## src/rtl/fetch_pkg.sv

```systemverilog
// Shared types and constants for the instruction fetch stage.
package fetch_pkg;

    localparam int unsigned DATA_WIDTH_DEF = 32;
    localparam logic [31:0] RESET_PC_DEF   = 32'h0000_0000;
    localparam logic [31:0] NOP_INSTR      = 32'h0000_0013;

    typedef enum logic [2:0] {
        IDLE,
        REQ,
        WAIT,
        HOLD,
        DROP
    } fetch_state_t;

    typedef enum logic [1:0] {
        PC_HOLD,
        PC_INC,
        PC_LOAD
    } pc_sel_t;

endpackage

```

## src/rtl/fetch_f_if.sv

```systemverilog
// Instruction memory request/response bus; fetch is the master.
interface fetch_f_if #(
    parameter int unsigned DATA_WIDTH = 32
);
    logic                  IMemReq;
    logic [DATA_WIDTH-1:0] IMemAddr;
    logic                  IMemGnt;
    logic                  IMemRValid;
    logic [DATA_WIDTH-1:0] IMemRData;

    modport master (
        output IMemReq,
        output IMemAddr,
        input  IMemGnt,
        input  IMemRValid,
        input  IMemRData
    );

    modport slave (
        input  IMemReq,
        input  IMemAddr,
        output IMemGnt,
        output IMemRValid,
        output IMemRData
    );
endinterface

```

## src/rtl/fetch_f_pc_reg.sv

```systemverilog
// Program counter register: load target, increment by 4, or hold.
module fetch_f_pc_reg
    import fetch_pkg::*;
#(
    parameter int unsigned          DATA_WIDTH = 32,
    parameter logic [DATA_WIDTH-1:0] RESET_PC  = '0
) (
    input  logic                  i_clk,
    input  logic                  i_rst_n,
    input  pc_sel_t               i_sel,
    input  logic [DATA_WIDTH-1:0] i_target,
    output logic [DATA_WIDTH-1:0] o_pc,
    output logic [DATA_WIDTH-1:0] o_pc_plus4
);

    logic [DATA_WIDTH-1:0] r_pc;

    always_ff @(posedge i_clk or negedge i_rst_n) begin
        if (!i_rst_n) begin
            r_pc <= RESET_PC;
        end else begin
            case (i_sel)
                PC_LOAD: r_pc <= i_target;
                PC_INC:  r_pc <= o_pc_plus4;
                default: r_pc <= r_pc;
            endcase
        end
    end

    assign o_pc       = r_pc;
    assign o_pc_plus4 = r_pc + DATA_WIDTH'(4);

endmodule

```

## src/rtl/fetch_f.sv

```systemverilog
// Instruction fetch stage with single-outstanding memory requests and redirect handling.
// Optional feature macro: FETCH_MISALIGN_CHECK_EN (align redirect targets, flag misalignment).
module fetch_f
    import fetch_pkg::*;
#(
    parameter int unsigned           DATA_WIDTH = DATA_WIDTH_DEF,
    parameter logic [DATA_WIDTH-1:0] RESET_PC   = DATA_WIDTH'(RESET_PC_DEF)
) (
    input  logic                  CLK,
    input  logic                  RST_N,
    input  logic                  StallF,
    input  logic                  PCSrcE,
    input  logic [DATA_WIDTH-1:0] PCTargetE,
    fetch_f_if.master             imem,
    output logic [DATA_WIDTH-1:0] InstrF,
    output logic [DATA_WIDTH-1:0] PCF,
    output logic [DATA_WIDTH-1:0] PCPlus4F,
    output logic                  ValidF,
    output logic                  InstrMisalignF
);

    fetch_state_t          r_state;
    logic                  r_req;
    logic                  r_valid;
    logic [DATA_WIDTH-1:0] r_instr;
    logic [DATA_WIDTH-1:0] w_target;
    pc_sel_t               w_pc_sel;

`ifdef FETCH_MISALIGN_CHECK_EN
    logic r_misalign;

    assign w_target = {PCTargetE[DATA_WIDTH-1:2], 2'b00};

    always_ff @(posedge CLK or negedge RST_N) begin
        if (!RST_N) begin
            r_misalign <= 1'b0;
        end else if (PCSrcE) begin
            r_misalign <= |PCTargetE[1:0];
        end
    end

    assign InstrMisalignF = r_misalign;
`else
    assign w_target       = PCTargetE;
    assign InstrMisalignF = 1'b0;
`endif

    // Redirect outranks the consume-increment in every state.
    always_comb begin
        w_pc_sel = PC_HOLD;
        if (PCSrcE) begin
            w_pc_sel = PC_LOAD;
        end else if (r_state == HOLD && !StallF) begin
            w_pc_sel = PC_INC;
        end
    end

    fetch_f_pc_reg #(
        .DATA_WIDTH(DATA_WIDTH),
        .RESET_PC  (RESET_PC)
    ) u_pc_reg (
        .i_clk     (CLK),
        .i_rst_n   (RST_N),
        .i_sel     (w_pc_sel),
        .i_target  (w_target),
        .o_pc      (PCF),
        .o_pc_plus4(PCPlus4F)
    );

    always_ff @(posedge CLK or negedge RST_N) begin
        if (!RST_N) begin
            r_state <= IDLE;
            r_req   <= 1'b0;
            r_valid <= 1'b0;
            r_instr <= DATA_WIDTH'(NOP_INSTR);
        end else begin
            r_req <= 1'b0;
            if (PCSrcE) begin
                r_valid <= 1'b0;
            end
            case (r_state)
                IDLE: begin
                    r_state <= REQ;
                    r_req   <= 1'b1;
                end
                REQ: begin
                    if (imem.IMemGnt) begin
                        r_state <= PCSrcE ? DROP : WAIT;
                    end else begin
                        r_req <= 1'b1;
                    end
                end
                WAIT: begin
                    if (imem.IMemRValid) begin
                        r_state <= PCSrcE ? REQ : HOLD;
                        r_req   <= PCSrcE;
                        if (!PCSrcE) begin
                            r_instr <= imem.IMemRData;
                            r_valid <= 1'b1;
                        end
                    end else if (PCSrcE) begin
                        r_state <= DROP;
                    end
                end
                HOLD: begin
                    if (PCSrcE || !StallF) begin
                        r_state <= REQ;
                        r_req   <= 1'b1;
                        r_valid <= 1'b0;
                    end
                end
                DROP: begin
                    if (imem.IMemRValid) begin
                        r_state <= REQ;
                        r_req   <= 1'b1;
                    end
                end
                default: r_state <= IDLE;
            endcase
        end
    end

    assign imem.IMemReq  = r_req;
    assign imem.IMemAddr = PCF;
    assign ValidF        = r_valid;
    assign InstrF        = r_valid ? r_instr : DATA_WIDTH'(NOP_INSTR);

endmodule

```

## src/flat_wrapper.sv

```systemverilog
// flat-port wrapper written by rule: the top's interface ports become plain ports
module fetch_f_flat import fetch_pkg::*;
#(
    parameter int unsigned           DATA_WIDTH = DATA_WIDTH_DEF,
    parameter logic [DATA_WIDTH-1:0] RESET_PC   = DATA_WIDTH'(RESET_PC_DEF)
)
  (CLK, RST_N, StallF, PCSrcE, PCTargetE, InstrF, PCF, PCPlus4F, ValidF, InstrMisalignF, imem_IMemReq, imem_IMemAddr, imem_IMemGnt, imem_IMemRValid, imem_IMemRData);
  fetch_f_if #(.DATA_WIDTH(DATA_WIDTH)) imem_i ();
  input  logic CLK;
  input  logic RST_N;
  input  logic StallF;
  input  logic PCSrcE;
  input  logic [DATA_WIDTH-1:0] PCTargetE;
  output logic [DATA_WIDTH-1:0] InstrF;
  output logic [DATA_WIDTH-1:0] PCF;
  output logic [DATA_WIDTH-1:0] PCPlus4F;
  output logic ValidF;
  output logic InstrMisalignF;
  output wire logic [$bits(imem_i.IMemReq)-1:0] imem_IMemReq;
  output wire logic [$bits(imem_i.IMemAddr)-1:0] imem_IMemAddr;
  input wire logic [$bits(imem_i.IMemGnt)-1:0] imem_IMemGnt;
  input wire logic [$bits(imem_i.IMemRValid)-1:0] imem_IMemRValid;
  input wire logic [$bits(imem_i.IMemRData)-1:0] imem_IMemRData;
  assign imem_IMemReq = imem_i.IMemReq;
  assign imem_IMemAddr = imem_i.IMemAddr;
  assign imem_i.IMemGnt = imem_IMemGnt;
  assign imem_i.IMemRValid = imem_IMemRValid;
  assign imem_i.IMemRData = imem_IMemRData;
  fetch_f #(.DATA_WIDTH(DATA_WIDTH), .RESET_PC(RESET_PC)) u_core (.CLK(CLK), .RST_N(RST_N), .StallF(StallF), .PCSrcE(PCSrcE), .PCTargetE(PCTargetE), .imem(imem_i), .InstrF(InstrF), .PCF(PCF), .PCPlus4F(PCPlus4F), .ValidF(ValidF), .InstrMisalignF(InstrMisalignF));
endmodule
```

## config.mk

```make
export PLATFORM = sky130hd
export DESIGN_NAME = fetch_f_flat
export DESIGN_NICKNAME = d
export VERILOG_FILES = /design/src/rtl/fetch_pkg.sv /design/src/rtl/fetch_f_if.sv /design/src/rtl/fetch_f_pc_reg.sv /design/src/rtl/fetch_f.sv /design/src/flat_wrapper.sv
export SDC_FILE = /design/constraint.sdc
export NUM_CORES = 1
export LEC_CHECK = 0
export CORE_AREA = 2 2 107 109
export DETAILED_ROUTE_END_ITERATION = 8
export DIE_AREA = 0 0 109 111
export PLACE_DENSITY = 0.88
export SLEW_MARGIN = 15
export SYNTH_ARGS = -nofsm -noshare
export SYNTH_HDL_FRONTEND = slang
export SYNTH_HIERARCHICAL = 1
export SYNTH_SLANG_ARGS = --single-unit
```

## constraint.sdc

```tcl
create_clock -name CLK -period 2.85 [get_ports CLK]
set_input_delay 0.285 -clock CLK [delete_from_list [all_inputs] [get_ports CLK]]
set_output_delay 0.285 -clock CLK [all_outputs]
set_load 0.05 [all_outputs]
```

# ---- After elaboration in Yosys (flattened, before gate mapping)
# Cells that the tools add are included.
dict set report op_classes {
  n_addsub 1
  multipliers 0
  div 0
  order_cmp 0
  n_eq_ne 10
  n_shift 0
  mux 22
  bitwise_logic 1
  n_reduce_logical 7
}
# op n
set ops {}
lappend ops {{case mux 32 bit (2 select lines)} 1}
lappend ops {{adder 32 x 3 -> 32 bit, second input constant} 1}
lappend ops {{two-way mux 32 bit} 1}
lappend ops {{two-way mux 3 bit} 6}
lappend ops {{case mux 3 bit (5 select lines)} 1}
lappend ops {{two-way mux 1 bit} 9}
lappend ops {{== test 3 x 2 -> 1 bit, second input constant} 2}
lappend ops {{!= test 2 bit, second input constant} 3}
lappend ops {{case mux 1 bit (5 select lines)} 1}
lappend ops {{two-way mux 2 bit} 2}
lappend ops {{AND reduction 4 bit} 1}
lappend ops {{== test 3 x 1 -> 1 bit, second input constant} 1}
lappend ops {{== test 3 bit, second input constant} 1}
lappend ops {{logical NOT 3 bit} 1}
lappend ops {{!= test 3 bit, second input constant} 1}
lappend ops {{AND reduction 3 bit} 1}
lappend ops {{== test 2 x 1 -> 1 bit, second input constant} 1}
lappend ops {{== test 2 bit, second input constant} 1}
lappend ops {{case mux 1 bit (2 select lines)} 1}
lappend ops {{nonzero test 2 bit} 1}
lappend ops {{logical AND 1 bit} 1}
lappend ops {{logical NOT 1 bit} 1}
lappend ops {{logical OR 1 bit} 1}
lappend ops {{NOT 1 bit} 1}
dict set report word_totals {
  reg_bits 69
  latchBits 0
  ram_bits 0
  rom_bits 0
  in_bits 70
  out_inout_bits 131
  wordCells 46
  memories 0
}

# ---- Logic depth before layout (Yosys ltp)
# Gate-level depths: netlist (run 1).
dict set report depth {
  depth_word 6
  mapped_depth 10
  ltp_nobuf 8
}

# ---- By module
# The synthesis (run 1) kept the hierarchy.
# mod instances cells_per_inst area_per_inst_um2 seq_area_each_um2
set by_module_without_submodules {}
lappend by_module_without_submodules {fetch_f_pc_reg 1 305 2547.4 800.8}
lappend by_module_without_submodules {fetch_f 1 170 2095.8 929.6}

# ---- Worst setup path before layout (run 1)
# No wires, ideal clock.
dict set report synth_path {
  path_type {flip-flop to output port}
  startpoint {reg u_core.u_pc_reg.r_pc[2], in the netlist u_core/u_pc_reg/o_pc[2]}
  endpoint {out PCPlus4F[16]}
  arrival_ns 2.598
  setup_slack_ns -0.033
  stages_incl_launch_ff 7
  path_buffers 1
  cell_sequence {dfrtp_1 ha_1 and2_0 and3_1 clkbuf_1 nand3_1 xnor2_1}
}
dict set report synth_between {
  elab_chain_cells 1
}
# item line_no
set synth_lines {}
lappend synth_lines {{start, declared} fetch_f_pc_reg.sv:16} ;# logic [DATA_WIDTH-1:0] r_pc;
lappend synth_lines {{start signal, assigned} fetch_f_pc_reg.sv:23} ;# PC_LOAD: r_pc <= i_target;
lappend synth_lines {{start signal, assigned} fetch_f_pc_reg.sv:24} ;# PC_INC: r_pc <= o_pc_plus4;
lappend synth_lines {{start signal, assigned} fetch_f_pc_reg.sv:25} ;# default: r_pc <= r_pc;
lappend synth_lines {{adder 32 x 3 -> 32 bit} fetch_f_pc_reg.sv:31} ;# assign o_pc_plus4 = r_pc + DATA_WIDTH'(4);
lappend synth_lines {{end, declared} flat_wrapper.sv:16} ;# output logic [DATA_WIDTH-1:0] PCPlus4F;
# Every way passes these cells.

# ---- Final worst setup path (run 1)
dict set report layout_path {
  startpoint {reg u_core.u_pc_reg.r_pc[4], in the netlist u_core/u_pc_reg/o_pc[4]}
  endpoint {out PCPlus4F[7]}
}
# Same word-level chain as after synthesis.

==> metrics.cfg, run 1 <==
[run_status]
run_status = completed

[placed_design]
port_buffers = 199
gpl.final_weighted_congestion = 0.917
dp.final_hpwl_mm = 10.2
dpl_cell_area_um2 = 6550

[logic_synthesis]
distinct_cells_synth = 68
mappedNetlistArea_um2 = 4640
ys_dominant_reg_cell = dfrtp_1
syn-mean-instance-area_um2 = 9.78
postSynthRegisterBits = 69
ys_async_sr_fraction = 1.00
syn_nets = 548
synth_warnings = 6
netlist_top_cells_area = dfrtp_1 (36%), mux2_4 (9.7%), buf_4 (6.5%)
synth_top_area_cell = dfrtp_1
netlist_instances = 475
yosysTopAreaCellShare = 0.356
synth_edf_count = 0
sequential_fraction_of_the_synthesis_area = 0.373

[setup_path]
slowest_stage_delay_cp_ps = 830
setup.worst_path.start_class = register
worstPathMaxFanout = 9
slowest_library_cell_on_the_worst_path = clkdlybuf4s50_1
path_class = register to output port
critical_path_cell_by_cell = and3_1 -> nand3_1 -> xnor2_1 -> clkdlybuf4s50_1
worstRegToRegCells = 8
worstReg2RegEnd = u_core/u_pc_reg/o_pc[30]
cp.arrival_ps = 2420
worstSetupEndpointType = output port
crit-reg2reg-launch = u_core/r_state[0]
regToRegSetupSlack_ps = 490
timing.critical_path.required_ps = 2570

[min_path]
hold_class = input pin to asynchronous set/reset pin

[drt]
first_iter_violations = 345
wl_per_cell_um = 18.3
drt-vias-per-instance = 5.62
drcViolationCount = 0
routed_vias = 4341
drt_pass1_iterations = 5
ant_nets = 0
drt-total-wl_mm = 14.1

[global_route]
grt_antenna_before_repair = 0
grtUsageMet1 = 0.291
gr-usage-met2 = 0.371
grt_max_degree = 57
groute.layer.met3.usage = 0.0629
grt_most_used_layer = met2
globalRouteOverflowTotal = 0
grt_pass1_vias = 4219
first_pass_grt_wire_length_mm = 22.0
grt.total_usage = 0.230

[cts]
clkLatencyLatePin_ps = 330
cts-htree-levels = 3
cts_inserted_buffers = 9
cts.root.buffer_cell = clkbuf_16
tritoncts_clock_tree = done
cts-hold-fix-buffers = 0
cts.sinks = 69
clock_tree.buffer_depth = 2
cts.reportedPaths.clkPinSlew_ps = 60

[power_and_ir_drop]
p_total_uw = 4980
power.static_leakage_uw = 0.00289
power.density_cell_area_nw_per_um2 = 726
ir_worst_vdd_uv = 458

[sta]
slew_headroom = 0.418
fin_crit_sh = 0.949
fin_skew_ps = 8.01
setup_viol = 0
timing.final.max_slew_violations = 0
worstMarginPinSlew_ps = 874
fin_hold_ws_ps = 73.2
achievable-frequency_mhz = 370
total_negative_setup_slack_ps = 0
hold_violations = 0
final_period_minus_worst_setup_slack_ps = 2700
rsz0062_at_grt = false

[floorplan]
initial_core_util = 0.419
die_y_um = 111
dieArea_um2 = 12100
dieWidth_um = 109
num_rows = 39
core_um2 = 11100
design.portCount = 201

[layout]
area_delta_synth_final_pct = 47.8
final_cell_area_um2 = 6860
fillerInstances = 874
layout-drive-gt1-share = 0.170
final_net_count = 697
antenna_cells_inserted = 0

[job]
maxCapViolCount = 0

[per-layer routing]
layer  up-vias  wire (um)
li1       1953          -
met1      2109       5660
met2       264       6810
met3        15       1480
met4         0        178
met5         -          0
[flip-flops by register name, summed over array words and instances (netlist names)]
name	flops
u_core/ValidF	1
u_core/r_state	3
u_core/u_pc_reg/o_pc	32
u_core/imem.IMemReq	1
u_core/r_instr	32
[stage by stage]
stage,utilization,worst slack (ps),cells
after floorplan,-,1.26,475
after global placement,0.591,346,756
after detailed placement,0.591,307,756
after CTS,0.618,83.5,772
after global routing,0.620,38.5,772
final,0.620,145,772
[layout make-up]
| type | count | area [um2] | area share |
|---|---|---|---|
| Multi-Input combinational cell | 324 | 2450 | 0.357 |
| Clock inverter | 6 | 62.6 | 0.00912 |
| Sequential cell | 69 | 1730 | 0.252 |
| Inverter | 12 | 45.0 | 0.00656 |
| Timing Repair Buffer | 208 | 2160 | 0.314 |
| Clock buffer | 10 | 239 | 0.0348 |
| Tap cell | 143 | 179 | 0.0261 |
[cell usage after synthesis (3+ instances only)]
master / number
and2_1: 34
nand2_1: 24
inv_1: 12
nand4_1: 11
nand3_1: 18
dfstp_2: 3
a31oi_1: 9
o22ai_1: 4
mux2_4: 30
o22a_1: 7
o211ai_1: 6
and3_1: 10
and4_4: 3
nor3b_1: 4
buf_2: 6
nor2_1: 21
dfrtp_1: 66
nor3_1: 9
clkbuf_1: 18
a22oi_1: 10
a21oi_1: 15
nand2b_1: 9
nor4_1: 5
buf_6: 4
a31o_2: 4
xor2_1: 8
nand3b_1: 4
buf_4: 40
ha_1: 3
o21ai_0: 6
xnor2_1: 20
o311ai_0: 3
a211o_1: 3
[worst max-delay path: cells and delay by family (launching register included)]
kind | cells | cell delay [ps]
flops | 1 | 520
xor+xnor | 1 | 190
simple gates | 2 | 560
buf+inv | 1 | 830
[cell families after synthesis]
kind of cell               Yosys count  synth area share
xor gates and xnor gates            28            0.0528
muxes                               33             0.104
DFF                                 69             0.373
AOI/OAI and AO/OA                   88             0.138
buffers and inverters               82             0.107
other                                1          0.000808
and+or+nand+nor                    171             0.217
adders and majority gates            3           0.00808
[cell usage in the layout, fill, tap and decap left out, types with 10 or more instances in the layout]
cell	instances
a21oi_1	15
a22oi_1	10
and2_1	34
buf_12	12
buf_4	18
clkdlybuf4s50_1	175
dfrtp_1	65
inv_1	12
mux2_4	30
nand2_1	24
nand3_1	18
nand4_1	11
nor2_1	21
xnor2_1	17
[worst max path at each step]
stage	slack, ps	cells past startpoint	start	endpoint
2_1_floorplan	1	7	u_core/u_pc_reg/o_pc[5]	PCPlus4F[30]
3_3_place_gp	350	9	StallF	u_core/u_pc_reg/o_pc[31]
3_5_place_dp	310	9	StallF	u_core/u_pc_reg/o_pc[30]
4_1_cts	80	4	u_core/u_pc_reg/o_pc[2]	PCPlus4F[11]
5_1_grt	40	4	u_core/u_pc_reg/o_pc[4]	PCPlus4F[7]
6_report	150	4	u_core/u_pc_reg/o_pc[4]	PCPlus4F[7]
[report_power, final]
part           internal (uW)  total [uW]  switching [uW]
combinational            946        2300            1350
sequential              1250        1560             318
clock                    699        1120             423
[repair_timing]
action | in CTS | in global routing
setup endpoints to repair | 0 | 6
gates resized for setup | 0 | 5
setup buffers | 0 | 0
(Power assumes the default switching activity.)
==> run 2: changes to the inputs <==
- PLACE_DENSITY: 0.88 -> 0.92
==> run 2 against run 1 <==
  * Global-route usage decreased by 0.39 points
  * Combinational power about the same
  * Worst setup slack got worse by 2.2 ps
  * Fmax is essentially flat
  * Sequential power hardly changed
==> metrics.cfg, run 2 (synthesis gave the netlist of run 1 again) <==
[run_status]
run_status = completed

[setup_path]
worstPathMaxFanout = 13
slowest_stage_delay_cp_ps = 630
slowest_library_cell_on_the_worst_path = dfrtp_1
critical_path_cell_by_cell = nand3_2 -> nor3_2 -> and3_1 -> xor2_1 -> buf_12
cp_num_buf_inv = 1
path_delay_family = simple AND/OR/NAND/NOR gates
worstSetupEndpointType = output port
cp.arrival_ps = 2420
timing.critical_path.required_ps = 2570
regToRegSetupSlack_ps = 560
setup.worst_path.start_class = register
path_class = register to output port

[sta]
timing.final.max_slew_violations = 0
final_period_minus_worst_setup_slack_ps = 2710
total_negative_setup_slack_ps = 0
setup_viol = 0
fin_skew_ps = 8.16
achievable-frequency_mhz = 369
rsz0062_at_grt = false
hold_violations = 0
fin_crit_sh = 0.950
slew_headroom = 0.433
worstMarginPinSlew_ps = 850

[global_route]
grt_pass1_vias = 4235
grt_max_degree = 39
grt.total_usage = 0.226
globalRouteOverflowTotal = 0
first_pass_grt_wire_length_mm = 21.5
grt_antenna_before_repair = 0

[layout]
final_cell_mix = clkdlybuf4s50_1 (174), dfrtp_1 (66), and2_1 (34)
fillerInstances = 873
antenna_cells_inserted = 0
finalNonFillerCells = 777
layout-drive-gt1-share = 0.170
area_delta_synth_final_pct = 48.5
most_frequent_standard_cell_in_the_layout_excluding_fill_and_tap_cells = clkdlybuf4s50_1
final_net_count = 702
multiInputGateArea_um2 = 2440
regArea_um2 = 1730

[placed_design]
post-place-cells = 761
dp.final_hpwl_mm = 10.3
port_buffers = 199
gpl.final_weighted_congestion = 0.898

[cts]
cts-hold-fix-buffers = 0
cts_inserted_buffers = 9
clkLatencyLatePin_ps = 330
clock_tree.buffer_depth = 2
cts.reportedPaths.clkPinSlew_ps = 60
post_cts_resize_count = 1
tritoncts_clock_tree = done
post_cts_setup_buffer_count = 0
cts.sinks = 69
cts-htree-levels = 3
cts.root.buffer_cell = clkbuf_16

[job]
maxCapViolCount = 0

[drt]
first_iter_violations = 356
drt-total-wl_mm = 14.0
drt-vias-per-instance = 5.58
drcViolationCount = 0
drt_pass1_iterations = 5
ant_nets = 0
routed_vias = 4335
wl_per_cell_um = 18.0

[min_path]
hold_class = input pin to asynchronous set/reset pin

[floorplan]
design.portCount = 201
die_y_um = 111
num_rows = 39
dieArea_um2 = 12100
initial_core_util = 0.419
core_um2 = 11100
dieWidth_um = 109

[power_and_ir_drop]
power.density_cell_area_nw_per_um2 = 735
power.static_leakage_uw = 0.00292
ir_worst_vdd_uv = 518

run 2: cell count changes in the layout (fill, tap and decap cells not counted), sizes merged:
cell           change
clkinv             -2
clkdlybuf4s50      -1
bufinv             +1
dlymetal6s2s       +1
buf                +4
clkinvlp           +1
dlygate4sd2        +1
run 2: metal layers:
metal,GRT usage,up-vias,share of wire
li1,-,1971,-
met5,0,-,0
met3,0.0647,30,0.11
met1,0.268,2077,0.40
met2,0.380,257,0.47
met4,0.0923,0,0.023
run 2: cell type report:
type,instances,area share
Clock buffer,10,0.0347
Tap cell,143,0.0259
Timing Repair Buffer,213,0.315
Sequential cell,69,0.251
Multi-Input combinational cell,324,0.354
Inverter,12,0.00653
Clock inverter,6,0.0125
run 2: stage by stage:
step                area, um2   util  worst slack [ps]  hold slack, ps  power [uW]
finish                   6900  0.623               143            59.0        5070
global route             6900  0.623              19.6             129        5270
CTS                      6890  0.622              98.5            80.5        5090
detailed placement       6560  0.593               356             435        3860
global placement         6560  0.593               384             420        3820
floorplan                4670      -              1.26           -10.6        3140
run 2: power breakdown:
| group | total [uW] | leakage (uW) | switching, uW | internal, uW |
|---|---|---|---|---|
| combinational | 2310 | 0.00191 | 1360 | 951 |
| sequential | 1550 | 0.000849 | 303 | 1240 |
| clock | 1210 | 0.000158 | 426 | 788 |
run 2: final timing paths:
path | to | cells after the start | from
worst max-delay path | PCPlus4F[29] | 5 | u_core/u_pc_reg/o_pc[15]
worst min-delay path | u_core/r_instr[8] | 1 | RST_N
worst max register to register | u_core/u_pc_reg/o_pc[20] | 8 | u_core/r_state[2]
worst min register to register | u_core/r_instr[22] | 1 | u_core/r_instr[22]
max in group asynchronous | u_core/r_instr[1] | 2 | RST_N
min in group CLK | u_core/r_instr[22] | 1 | u_core/r_instr[22]
run 2: worst reg2reg max path, stage by stage (launching register included):
cell and delay [ps]:
dfrtp_1 460, nand2b_1 190, nor3_1 270, inv_1 70, ha_1 350, buf_4 260
nor3b_1 80, and3_1 190, a311o_1 310
